## config.mk

```make
export PLATFORM = sky130hd
export DESIGN_NAME = mux_scan_ctrl
export DESIGN_NICKNAME = d
export VERILOG_FILES = /design/src/rtl/mux_scan_ctrl.sv
export SDC_FILE = /design/constraint.sdc
export NUM_CORES = 1
export LEC_CHECK = 0
export ABC_AREA = 1
export CELL_PAD_IN_SITES_DETAIL_PLACEMENT = 1
export CELL_PAD_IN_SITES_GLOBAL_PLACEMENT = 1
export CORE_MARGIN = 4
export CORE_UTILIZATION = 40
export CTS_CLUSTER_DIAMETER = 200
export DETAILED_ROUTE_END_ITERATION = 12
export DONT_BUFFER_PORTS = 1
export PLACE_DENSITY_LB_ADDON = 0.08
export SLEW_MARGIN = 20
export SYNTH_ARGS = -nofsm -noshare
export SYNTH_HDL_FRONTEND = slang
export SYNTH_SLANG_ARGS = --single-unit
```

## constraint.sdc

```tcl
create_clock -name clk -period 1.6 [get_ports clk]
set_clock_uncertainty 0.2 [all_clocks]
set_input_delay 0.32 -clock clk [delete_from_list [all_inputs] [get_ports clk]]
set_output_delay 0.32 -clock clk [all_outputs]
set_load 0.01 [all_outputs]
```

## src/rtl/mux_scan_ctrl.sv

```systemverilog
// rtl/mux_scan_ctrl.sv - select sequencer and nibble capture stage around a 4-channel mux
//
// Steps the mux selects through channels 0..3, waits SETTLE extra cycles after
// each select change, samples {y3,y2,y1,y0} into a shadow frame, then hands the
// packed 16-bit frame downstream over a valid/ready register.
//
// Ports
//   clk          rising-edge clock
//   rst          synchronous active-high reset
//   start        begin one scan (honoured only when idle)
//   cont         rescan continuously; looked at only when a frame is handed off
//   s0, s1       registered mux selects, s0 = ch[1], s1 = ch[0]
//   y0..y3       mux outputs, y0 is bit 0 of each captured nibble
//   frame_out    captured frame, bits [4k+3:4k] hold channel k
//   frame_valid  frame_out holds a frame not yet accepted
//   frame_ready  downstream accept
//   busy         a scan or hand-off is in progress

module mux_scan_ctrl #(
    parameter int SETTLE = 1
) (
    input  logic        clk,
    input  logic        rst,
    input  logic        start,
    input  logic        cont,
    output logic        s0,
    output logic        s1,
    input  logic        y0,
    input  logic        y1,
    input  logic        y2,
    input  logic        y3,
    output logic [15:0] frame_out,
    output logic        frame_valid,
    input  logic        frame_ready,
    output logic        busy
);

    localparam logic [3:0] SETTLE_CNT = 4'(SETTLE);

    typedef enum logic [1:0] {
        S_IDLE   = 2'd0,
        S_SETTLE = 2'd1,
        S_SAMPLE = 2'd2,
        S_DONE   = 2'd3
    } state_t;

    state_t      state;
    state_t      state_nxt;
    logic [1:0]  ch;
    logic [3:0]  cnt;
    logic [15:0] shadow;

    // Decoded controls from the output process
    logic out_free;
    logic restart_scan;
    logic next_channel;
    logic count_down;
    logic capture;
    logic load_frame;

    // The output register can take a new frame when empty or being drained this cycle.
    assign out_free = !frame_valid || frame_ready;

    // State register
    always_ff @(posedge clk) begin
        if (rst) begin
            state <= S_IDLE;
        end else begin
            state <= state_nxt;
        end
    end

    // Next-state logic
    always_comb begin
        state_nxt = state;
        case (state)
            S_IDLE: begin
                if (start) begin
                    state_nxt = S_SETTLE;
                end
            end
            S_SETTLE: begin
                if (cnt == 4'd0) begin
                    state_nxt = S_SAMPLE;
                end
            end
            S_SAMPLE: begin
                if (ch == 2'd3) begin
                    state_nxt = S_DONE;
                end else begin
                    state_nxt = S_SETTLE;
                end
            end
            S_DONE: begin
                // Stall here until the previous frame has been taken.
                if (out_free) begin
                    state_nxt = cont ? S_SETTLE : S_IDLE;
                end
            end
            default: state_nxt = S_IDLE;
        endcase
    end

    // Output / control decode
    always_comb begin
        busy         = (state != S_IDLE);
        restart_scan = 1'b0;
        next_channel = 1'b0;
        count_down   = 1'b0;
        capture      = 1'b0;
        load_frame   = 1'b0;
        case (state)
            S_IDLE: begin
                restart_scan = start;
            end
            S_SETTLE: begin
                count_down = (cnt != 4'd0);
            end
            S_SAMPLE: begin
                capture      = 1'b1;
                next_channel = (ch != 2'd3);
            end
            S_DONE: begin
                load_frame   = out_free;
                restart_scan = out_free && cont;
            end
            default: ;
        endcase
    end

    // Datapath: channel, settle counter, selects, shadow and output registers.
    // Selects are only rewritten on entry to SETTLE, so they hold in IDLE and
    // during a DONE stall.
    always_ff @(posedge clk) begin
        if (rst) begin
            ch          <= 2'd0;
            cnt         <= 4'd0;
            s0          <= 1'b0;
            s1          <= 1'b0;
            shadow      <= 16'h0000;
            frame_out   <= 16'h0000;
            frame_valid <= 1'b0;
        end else begin
            if (restart_scan) begin
                ch         <= 2'd0;
                cnt        <= SETTLE_CNT;
                {s0, s1}   <= 2'b00;
            end else if (next_channel) begin
                ch         <= ch + 2'd1;
                cnt        <= SETTLE_CNT;
                {s0, s1}   <= ch + 2'd1;
            end else if (count_down) begin
                cnt        <= cnt - 4'd1;
            end

            if (capture) begin
                shadow[{ch, 2'b00} +: 4] <= {y3, y2, y1, y0};
            end

            // A load wins over an accept in the same cycle, so valid stays high.
            if (load_frame) begin
                frame_out   <= shadow;
                frame_valid <= 1'b1;
            end else if (frame_ready) begin
                frame_valid <= 1'b0;
            end
        end
    end

endmodule

```

# Yosys cells after proc, flatten, opt, wreduce, memory -nomap -nowiden
# Cells that the tools add are included.
# classes
n_addsub	3
reduce_logical	12
magnitude_cmp	0
n_bitwise	0
div_mod_pow	0
muxes	17
n_shift	2
n_eq_ne	8
n_mul	0
# ops
op	n
16-bit bitwise mux	1
4-bit by 6-bit variable shift with 16-bit output (first input constant)	1
4-bit by 6-bit variable part select with 16-bit output	1
1-bit 2-to-1 mux	10
2-bit 2-to-1 mux	4
2-bit != test (second input constant)	4
2-bit case mux with 4 select lines	1
2-bit == test (second input constant)	3
4-bit negator with 6-bit output	1
4-bit zero test	1
2-bit nonzero test	2
4-bit nonzero test	1
4-bit by 1-bit subtractor with 4-bit output (second input constant)	1
3-bit AND reduction	1
3-bit nonzero test	1
3-bit OR reduction	1
2-bit by 1-bit adder with 2-bit output (second input constant)	1
2-bit by 1-bit == test with 1-bit output (second input constant)	1
2-bit zero test	1
1-bit case mux with 2 select lines	1
2-bit OR reduction	1
1-bit logical AND	1
1-bit zero test	1
1-bit logical OR	1
# totals
word_cells	51
out_inout_bits	20
mem_count	0
register_bits	43
mem_bits_ro	0
input_bits	9
latchBits	0
ram_bits	0

# Depth between registers and ports, before layout
# depth
depth_word	5
mapped_depth	9
ltp_nobuf	9

# Least setup slack after synthesis
# No wires, ideal clock.
# synth_path
path_kind	flip-flop to flip-flop
startpoint	register ch[0]
endpoint	register shadow[5]
setup_time_ns	0.128
path_buffers	0
slack_ns	-0.162
stages_incl_launch_ff	7
required_time_ns	1.272
synth_period_minus_slack_ns	1.762
t_arrival_ns	1.435
cell_sequence	dfxtp_1 inv_1 ha_1 inv_1 nor2_4 a22oi_1 nor2_1
# synth_via
elab_chain_len	3
word_cells_on_any_way	4
classes_between	1 x add/sub; 2 x shift; 1 x mux
# synth_lines
element	line	rtl
start: declaration	49	logic [1:0] ch;
start signal: assignment	149	ch <= ch + 2'd1;
4-bit negator with 6-bit output *	157	shadow[{ch, 2'b00} +: 4] <= {y3, y2, y1, y0};
4-bit by 6-bit variable part select with 16-bit output or 4-bit by 6-bit variable shift with 16-bit output (tied branches)	157	
16-bit bitwise mux *	157	
end signal: indexed assignment	157	
end: declaration	51	logic [15:0] shadow;
# Every way passes the cells marked *; elsewhere a longest branch is shown, timed or not.
# A chain may end at the register's enable or synchronous reset.

# Final worst setup path
# layout_path
startpoint	register state[1]
endpoint	output port busy
# layout_via
elab_chain_len	1
# layout_lines
element	line	rtl
start: declaration	47	state_t state;
start signal: assignment	69	state <= state_nxt;
2-bit nonzero test	106	busy = (state != S_IDLE);
end: declaration	35	output logic busy
# No other way between the ends.

==> results.ini <==
[worst_setup_path]
max_stage_delay_ns = 0.39
crit_path_end_kind = primary output
cp.arrival_ns = 1.05
path_cells = inv_1 > ha_4 > inv_1
required_ns = 1.08
critPathKind = reg2out
cpMaxStageDelayCell = dfxtp_4
cp_max_fo = 7
crit_top_cell = inv_1
r2r_cells = 7
cp-start-kind = flop

[cells_and_area]
regArea_sq_um = 826
diodes = 0
drive_above_1_share = 0.152
syn2layout_area_growth_pct = 16.7
nets = 284
fillerInstances = 568
multi_input_area_sq_um = 948

[sta]
setup_tns_ns = 0
setup_ws_ns = 0.0299
hold_viol = 20
final-max-slew-violation-count = 0
period_share = 0.981
rsz0062_at_grt = yes
tightest_slew_ns = 0.234
hold_ws_ns = -0.116
slew_headroom = 0.844
period_needed_ns = 1.57
fmax_mhz = 637
setup_viol_count_final = 0

[synthesis]
synth.avg_cell_area_sq_um = 7.43
ys_top_cells_by_area = dfxtp_1 45%, nor2_1 10%, nand2_1 9.6%
synth_seq_area_share = 0.447
synth_nets = 268
synth_ff_type = dfxtp_1
yosysWarnings = 0
ys_seq_elements = 41
synth_enable_flop_cells = 0
synth_cell_types = 18
synthesis.area_sq_um = 1840
yosys-top-cells-count = 49 x nor2_1, 47 x nand2_1, 41 x dfxtp_1, 25 x inv_1, 18 x o21ai_0
yosys.area.top_type_share = 0.447
synthCells = 247
synth.most_common_cell = nor2_1
synth_largest_area_cell = dfxtp_1
postSynth.asyncResetShare = 0

[floorplanning]
dieHeight_um = 75.7
io_pins = 29
start_util = 0.419
die_x_um = 75.7
row_count = 24
die_area_sq_um = 5740
core_sq_um = 4380

[hold_path]
min-delay-path-class = in2reg
whs_path_depth = 1

[cts]
post_cts_buffers = 0
ctsHtreeMaxLevel = 2
clockRootBuffer = clkbuf_8
clock_latency_ns = 0.29
clockBufferDepth = 2
clock-sinks = 41
numCtsBuffers = 5
cts_tree = done
clk_pin_slew_ns = 0.07

[placement]
port_buffers = 0
place_hpwl_mm = 3.47
pre_cts_ws_ns = -0.0419
gp_congestion = 0.828

[route]
vias = 1593
drt_iter0_drc = 47
wl_mm = 4.53
wire_per_inst_um = 14.4
antenna_left = 0
drc_errors = 0
drt_first_pass_iters = 4
viasPerCell = 5.06

[pwr]
power_w = 0.00290
power.density_nw_per_um2 = 1360
ir_drop_mv = 0.851
leakagePower_nw = 0.888

[global_routing]
antenna_found_initial = 0
grt_pass1_vias = 1574
grt_max_degree = 22
grt_pass1_wl_mm = 7.41
grt-ovfl-total = 0
grt_util_all_layers = 0.173

[job]
max_cap_violations = 0

[run_status]
violations = negative hold slack
status = finished with violations

what timing repair did:
item / CTS / global route
resized for setup: 5 / 12
gates cloned: 0 / 0
endpoints found under the setup margin: 8 / 21
hold endpoints to repair: 20 / 20
per-stage QoR:
stage          instance area, sq um  instances  hold WS [ns]  utilization
4_1_cts                        2090        315        -0.131        0.477
2_1_floorplan                  1840        247         0.242            -
6_report                       2140        315        -0.116        0.489
3_3_place_gp                   1990        308         0.192        0.455
3_5_place_dp                   1990        308         0.196        0.455
5_1_grt                        2140        315        -0.129        0.489
final timing paths:
path	end	slack, ns	start
worst max-delay path	busy	0.03	state[1]
worst min-delay path	state[1]	-0.12	rst
worst min register to register	shadow[0]	0.25	shadow[0]
worst max register to register	cnt[3]	0.06	cnt[0]
routing by layer:
metal | vias up | GRT usage | part of all wire
li1 | 827 | - | -
met1 | 723 | 0.224 | 0.47
met2 | 31 | 0.263 | 0.44
met3 | 12 | 0.0567 | 0.061
met4 | 0 | 0.0738 | 0.023
met5 | - | 0 | 0
report_power, final:
part / leakage (nW) / switching (W) / internal, W
sequential: 0.333 / 0.000109 / 0.00114
combinational: 0.511 / 0.000596 / 0.000386
clock: 0.0443 / 0.000332 / 0.000342
total: 0.888 / 0.00104 / 0.00187
sequential cells by signal (all words and copies together) (netlist names):
| register | cells |
|---|---|
| frame_out | 16 |
| shadow | 16 |
| cnt | 4 |
| state | 2 |
| ch | 1 |
| frame_valid | 1 |
| s0 | 1 |
cells by family (layout without fill, tap and decap cells):
group	after synthesis	in the layout	synth area share
AO/OA/AOI/OAI	39	39	0.112
XOR/XNOR	1	1	0.00477
adder cells (fa/ha/maj)	12	12	0.0818
buffers and inverters	31	47	0.0675
flip-flops	41	41	0.447
AND/OR/NAND/NOR	123	123	0.287
final cells by class:
| class | instances | area share |
|---|---|---|
| clock buffers | 7 | 0.0403 |
| inverters | 26 | 0.0461 |
| multi-input cells | 175 | 0.443 |
| flip-flops and latches | 41 | 0.386 |
| well taps | 52 | 0.0304 |
| repair buffers | 14 | 0.0549 |
layout by cell type, fill, tap and decap left out:
cell type  count
nor2_2         1
inv_2          3
clkbuf_1       1
ha_2           2
buf_12         1
dfxtp_2        1
o21ai_0       18
clkbuf_8       6
nor2_4         3
nand3_1       14
ha_1           7
clkinv_2       1
nand2_4        1
xor2_1         1
inv_1         22
nand2_2        4
nand4_1        8
nor2_1        48
a21oi_1       17
a22oi_1        4
ha_4           3
dfxtp_1       39
dfxtp_4        1
nand2_1       44
buf_4         13
worst max-delay path: cells and delay by family, from the launching register on:
family     cells  cell delay (ns)
buf+inv        2             0.19
flops          1             0.39
fa+ha+maj      1             0.18
(Power assumes the default switching activity.)
